### config.mk
export PLATFORM = sky130hd
export DESIGN_NAME = mover_abajo_seq_flat
export DESIGN_NICKNAME = d
export VERILOG_FILES = /design/src/rtl/juego_pkg.sv /design/src/rtl/mover_abajo_seq_if.sv /design/src/rtl/mover_abajo_seq_compactar_columna.sv /design/src/rtl/mover_abajo_seq.sv /design/src/flat_wrapper.sv
export SDC_FILE = /design/constraint.sdc
export NUM_CORES = 1
export LEC_CHECK = 0
export BUFFER_PORTS_ARGS = -buffer_cell sky130_fd_sc_hd__buf_2
export CAP_MARGIN = 5
export CORE_MARGIN = 2
export CORE_UTILIZATION = 50
export DETAILED_ROUTE_END_ITERATION = 16
export GPL_TIMING_DRIVEN = 0
export PLACE_DENSITY = 0.77
export SLEW_MARGIN = 20
export SYNTH_ARGS = -nofsm -noshare
export SYNTH_HDL_FRONTEND = slang
export SYNTH_HIERARCHICAL = 1
export SYNTH_SLANG_ARGS = --single-unit
### constraint.sdc
create_clock -name clk -period 4.91 [get_ports clk]
set_input_delay 0.7365 -clock clk [delete_from_list [all_inputs] [get_ports clk]]
set_output_delay 0.7365 -clock clk [all_outputs]
set_load 0.03 [all_outputs]
### src/rtl/juego_pkg.sv
// Shared board types, direction codes and move-engine state encoding for the 2048 game.
package juego_pkg;
   localparam int ANCHO_CELDA = 12;
   localparam int N_TABLERO   = 4;
   localparam int IDX_W       = $clog2(N_TABLERO);
   localparam int PUNTOS_W    = 16;

   typedef logic [ANCHO_CELDA-1:0]                       celda_t;
   typedef celda_t [0:N_TABLERO-1]                       columna_t;
   typedef celda_t [0:N_TABLERO-1][0:N_TABLERO-1]        matriz_t;
   typedef logic [PUNTOS_W-1:0]                          puntos_t;

   localparam logic [3:0] ESTADO_ARRIBA = 4'b0001;
   localparam logic [3:0] ESTADO_ABAJO  = 4'b0010;

   // Winning tile; never merged again here.
   localparam celda_t CELDA_MAX = 12'd2048;

   typedef enum logic [1:0] {
      IDLE    = 2'd0,
      COLUMNA = 2'd1,
      FIN     = 2'd2
   } estado_mov_t;
endpackage

### src/rtl/mover_abajo_seq_if.sv
// Handshake and board bus between the game FSM (master) and the move-down engine (slave).
interface mover_abajo_seq_if;
   import juego_pkg::*;

   logic       start;
   logic [3:0] estado;
   matriz_t    matriz_in;
   matriz_t    matriz_out;
   logic       busy;
   logic       done;
   logic       movio;
   puntos_t    puntos;

   modport master (
      output start, estado, matriz_in,
      input  matriz_out, busy, done, movio, puntos
   );

   modport slave (
      input  start, estado, matriz_in,
      output matriz_out, busy, done, movio, puntos
   );
endinterface

### src/rtl/mover_abajo_seq_compactar_columna.sv
// Slides one column toward the bottom row and merges equal neighbours once per tile.
module compactar_columna
   import juego_pkg::*;
(
   input  columna_t col_in,
   output columna_t col_out,
   output puntos_t  puntos
);

   celda_t           pend;
   celda_t           v;
   logic [IDX_W-1:0] wr;

   // Walk bottom-up; pend holds the last unmerged tile waiting for a possible partner.
   always_comb begin
      col_out = '0;
      puntos  = '0;
      pend    = '0;
      v       = '0;
      wr      = IDX_W'(N_TABLERO-1);
      for (int i = 0; i < N_TABLERO; i++) begin
         v = col_in[IDX_W'(N_TABLERO-1-i)];
         if (v != '0) begin
            if (pend == v && v != CELDA_MAX) begin
               col_out[wr] = {v[ANCHO_CELDA-2:0], 1'b0};
               puntos      = puntos + puntos_t'({v[ANCHO_CELDA-2:0], 1'b0});
               wr          = wr - IDX_W'(1);
               pend        = '0;
            end else begin
               if (pend != '0) begin
                  col_out[wr] = pend;
                  wr          = wr - IDX_W'(1);
               end
               pend = v;
            end
         end
      end
      if (pend != '0) begin
         col_out[wr] = pend;
      end
   end

endmodule

### src/rtl/mover_abajo_seq.sv
// 2048 "move down" engine: one column per clock from a board snapshot, registered result.
//   state   | meaning
//   IDLE    | waiting for start with estado == ESTADO_ABAJO
//   COLUMNA | processing column col_q of the snapshot
//   FIN     | publish result, pulse done, drop busy
module mover_abajo_seq
   import juego_pkg::*;
(
   input logic              clk,
   input logic              rst,
   mover_abajo_seq_if.slave bus
);

   estado_mov_t      fsm_q,    fsm_d;
   logic [IDX_W-1:0] col_q,    col_d;
   matriz_t          snap_q,   snap_d;
   matriz_t          work_q,   work_d;
   puntos_t          acc_q,    acc_d;
   matriz_t          out_q,    out_d;
   logic             busy_q,   busy_d;
   logic             done_q,   done_d;
   logic             movio_q,  movio_d;
   puntos_t          puntos_q, puntos_d;

   columna_t col_sel;
   columna_t col_res;
   puntos_t  col_pts;

   always_comb begin
      col_sel = '0;
      for (int r = 0; r < N_TABLERO; r++) begin
         col_sel[IDX_W'(r)] = snap_q[IDX_W'(r)][col_q];
      end
   end

   compactar_columna u_compactar (
      .col_in  (col_sel),
      .col_out (col_res),
      .puntos  (col_pts)
   );

   always_comb begin
      fsm_d    = fsm_q;
      col_d    = col_q;
      snap_d   = snap_q;
      work_d   = work_q;
      acc_d    = acc_q;
      out_d    = out_q;
      busy_d   = busy_q;
      done_d   = 1'b0;
      movio_d  = movio_q;
      puntos_d = puntos_q;
      case (fsm_q)
         IDLE: begin
            if (bus.start && bus.estado == ESTADO_ABAJO) begin
               snap_d = bus.matriz_in;
               work_d = bus.matriz_in;
               acc_d  = '0;
               col_d  = '0;
               busy_d = 1'b1;
               fsm_d  = COLUMNA;
            end
         end
         COLUMNA: begin
            for (int r = 0; r < N_TABLERO; r++) begin
               work_d[IDX_W'(r)][col_q] = col_res[IDX_W'(r)];
            end
            acc_d = acc_q + col_pts;
            col_d = col_q + IDX_W'(1);
            if (col_q == IDX_W'(N_TABLERO-1)) begin
               fsm_d = FIN;
            end
         end
         FIN: begin
            out_d    = work_q;
            puntos_d = acc_q;
            movio_d  = (work_q != snap_q);
            done_d   = 1'b1;
            busy_d   = 1'b0;
            fsm_d    = IDLE;
         end
         default: fsm_d = IDLE;
      endcase
   end

   always_ff @(posedge clk) begin
      if (rst) begin
         fsm_q    <= IDLE;
         col_q    <= '0;
         snap_q   <= '0;
         work_q   <= '0;
         acc_q    <= '0;
         out_q    <= '0;
         busy_q   <= 1'b0;
         done_q   <= 1'b0;
         movio_q  <= 1'b0;
         puntos_q <= '0;
      end else begin
         fsm_q    <= fsm_d;
         col_q    <= col_d;
         snap_q   <= snap_d;
         work_q   <= work_d;
         acc_q    <= acc_d;
         out_q    <= out_d;
         busy_q   <= busy_d;
         done_q   <= done_d;
         movio_q  <= movio_d;
         puntos_q <= puntos_d;
      end
   end

   assign bus.matriz_out = out_q;
   assign bus.busy       = busy_q;
   assign bus.done       = done_q;
   assign bus.movio      = movio_q;
   assign bus.puntos     = puntos_q;

endmodule

### src/flat_wrapper.sv
// flat-port wrapper written by rule: the top's interface ports become plain ports
module mover_abajo_seq_flat import juego_pkg::*;
  (clk, rst, bus_start, bus_estado, bus_matriz_in, bus_matriz_out, bus_busy, bus_done, bus_movio, bus_puntos);
  mover_abajo_seq_if bus_i ();
  input logic clk;
  input logic rst;
  input wire logic [$bits(bus_i.start)-1:0] bus_start;
  input wire logic [$bits(bus_i.estado)-1:0] bus_estado;
  input wire logic [$bits(bus_i.matriz_in)-1:0] bus_matriz_in;
  output wire logic [$bits(bus_i.matriz_out)-1:0] bus_matriz_out;
  output wire logic [$bits(bus_i.busy)-1:0] bus_busy;
  output wire logic [$bits(bus_i.done)-1:0] bus_done;
  output wire logic [$bits(bus_i.movio)-1:0] bus_movio;
  output wire logic [$bits(bus_i.puntos)-1:0] bus_puntos;
  assign bus_i.start = bus_start;
  assign bus_i.estado = bus_estado;
  assign bus_i.matriz_in = bus_matriz_in;
  assign bus_matriz_out = bus_i.matriz_out;
  assign bus_busy = bus_i.busy;
  assign bus_done = bus_i.done;
  assign bus_movio = bus_i.movio;
  assign bus_puntos = bus_i.puntos;
  mover_abajo_seq u_core (.clk(clk), .rst(rst), .bus(bus_i));
endmodule
==> flow_summary.yaml <==
power:
  power_density_mw_per_mm2: 357.8
  p_sw_w: 0.002001
  finalPower_w: 0.008866
  p_int_w: 0.006865
  switching_share_pct: 22.57
  peakVddDrop_v: 0.0002487
  power_leakage_nw: 9.707
  combinationalPowerShare_pct: 4.8
  seq_power_share_pct: 48.3
  clockPowerShare_pct: 46.9
clock_tree:
  cts_root_buf: "clkbuf_16"
  cts_max_path_buffers: 3
  cts_buffers: 52
  clk_pin_slew_ns: 0.06
  cts_resized: 0
  clk_latency_ns: 0.61
  cts_max_level: 2
  post-cts-setup-buffer-count: 0
  cts-hold-fix-buffers: 0
  tritoncts: "done"
  cts_sinks: 519
route:
  wirelength_um: 70050
  wire_per_inst_um: 19.15
  drtIter0Drc: 1824
  vias_per_cell: 5.435
  ant_nets: 0
  first_pass_iters: 8
  vias: 19890
  drc: 0
floorplanning:
  die_y_um: 204.5
  start_util_pct: 50.58
  io_pins: 410
  die-area_sq_mm: 0.04182
  die_x_um: 204.5
  core_area_sq_mm: 0.03973
  rows: 73
sta:
  fin_crit_sh_pct: 61.15
  hold_viol: 0
  fmax_mhz: 333.1
  setup_violations: 0
  period_minus_slack_ns: 3.002
  slew_viol_final: 0
  finalClockSkew_ns: 0.01106
  tns_ns: 0
  rsz0062_at_grt: "no"
  tightestPinTransition_ns: 1.144
  relSlewSlack_pct: 23.71
finish:
  finalCoreUtilization_pct: 62.36
  areaGrowthSynthToFinish_pct: 23.28
  fin_cells: 3659
  drive_gt1_share_pct: 18.30
  final_common_cell: "nand2_1"
  layout_common_cells: "nand2_1 (1007), dfxtp_1 (519), buf_2 (437)"
  nNetsFinal: 3299
  design_area_sq_mm: 0.02478
global_route:
  grt_pass1_wl_um: 104600
  grt_pass1_vias: 19220
  grt_start_max_net_pins: 16
  gr-total-overflow: 0
  antenna_found_initial: 16
  use_met2_pct: 52.63
  busiest_layer: "met2"
  grtUsageMet3_pct: 7.652
  grt_usage_pct: 32.47
  met1_usage_pct: 40.42
worst_setup_path:
  critPathLaunchType: "flip-flop"
  arrival_ns: 3.53
  critPathMaxFanout: 10
  critPathCaptureType: "flip-flop"
  critPathKind: "reg -> reg"
  required_ns: 5.44
place:
  place_congestion: 0.9505
  placedCellCount: 3551
  place_area_sq_mm: 0.02295
  dpl.hpwl_um: 52650
  port_buffers: 409
yosys:
  synth.avg_cell_area_sq_um: 7.796
  yosysWarnings: 6
  synth_cells: 2578
  synthesis.area_sq_mm: 0.02010
run:
  drv_cap: 0
min_path:
  min_path_type: "in -> reg"
status:
  status: "complete, no violations"
## critical path, stage by stage, from the launching register on
cell and delay [ns]:
dfxtp_1 0.36, clkbuf_1 0.10, clkbuf_1 0.14, inv_1 0.08, ha_1 0.19, and2_1 0.13
clkbuf_1 0.29, nor2_1 0.78, clkbuf_1 0.53, nand2_1 0.13, a31oi_1 0.20
## per-layer routing
metal  wire length, um  vias up
met5                31        -
li1                  -     9464
met3              6435      194
met4              3482        4
met2             32170      936
met1             27930     9290
## stage by stage
step	hold WS (ns)	setup slack, ns
floorplan	0.4319	2.441
CTS	0.3401	2.036
global route	0.3425	1.834
global placement	0.4359	1.623
detailed placement	0.4430	1.605
finish	0.3638	1.908
## state kept, by name, indices dropped and copies added (netlist names)
signal                 flops
u_core/bus.busy            1
u_core/fsm_q               2
u_core/bus.movio           1
u_core/work_q            192
u_core/acc_q              16
u_core/bus.puntos         16
u_core/col_q               2
u_core/bus.matriz_out    192
u_core/snap_q             96
u_core/bus.done            1
## power by group through the flow
stage / Combinational (W) / Clock [W] / Sequential, W
finish: 0.000426 / 0.00416 / 0.00428
global route: 0.000456 / 0.00438 / 0.00428
CTS: 0.000402 / 0.00420 / 0.00428
detailed placement: 0.000399 / 0 / 0.00437
global placement: 0.000395 / 0 / 0.00437
floorplan: 0.000223 / 0 / 0.00436
## path summary, 6_finish.rpt
path                                    from  cells past startpoint                    endpoint  slack (ns)
hold / removal             bus_matriz_in[46]                      3           u_core/work_q[46]        0.36
setup reg to reg             u_core/col_q[0]                     10          u_core/work_q[113]        1.91
setup / recovery             u_core/col_q[0]                     10          u_core/work_q[113]        1.91
hold reg to reg   u_core/bus.matriz_out[162]                      2  u_core/bus.matriz_out[162]        0.45
## area by class of cell
cell class                 instances  area, sq um
fill                            3597        14960
clock inverter                    23        329.1
buffer                           218         1012
clock buffer                      71         1463
multi-input combinational       1840         8693
inverter                          40        150.1
timing repair buffer             409         2047
antenna                           14        35.03
tap                              525        656.9
sequential                       519        10390
(Power assumes the default switching activity.)
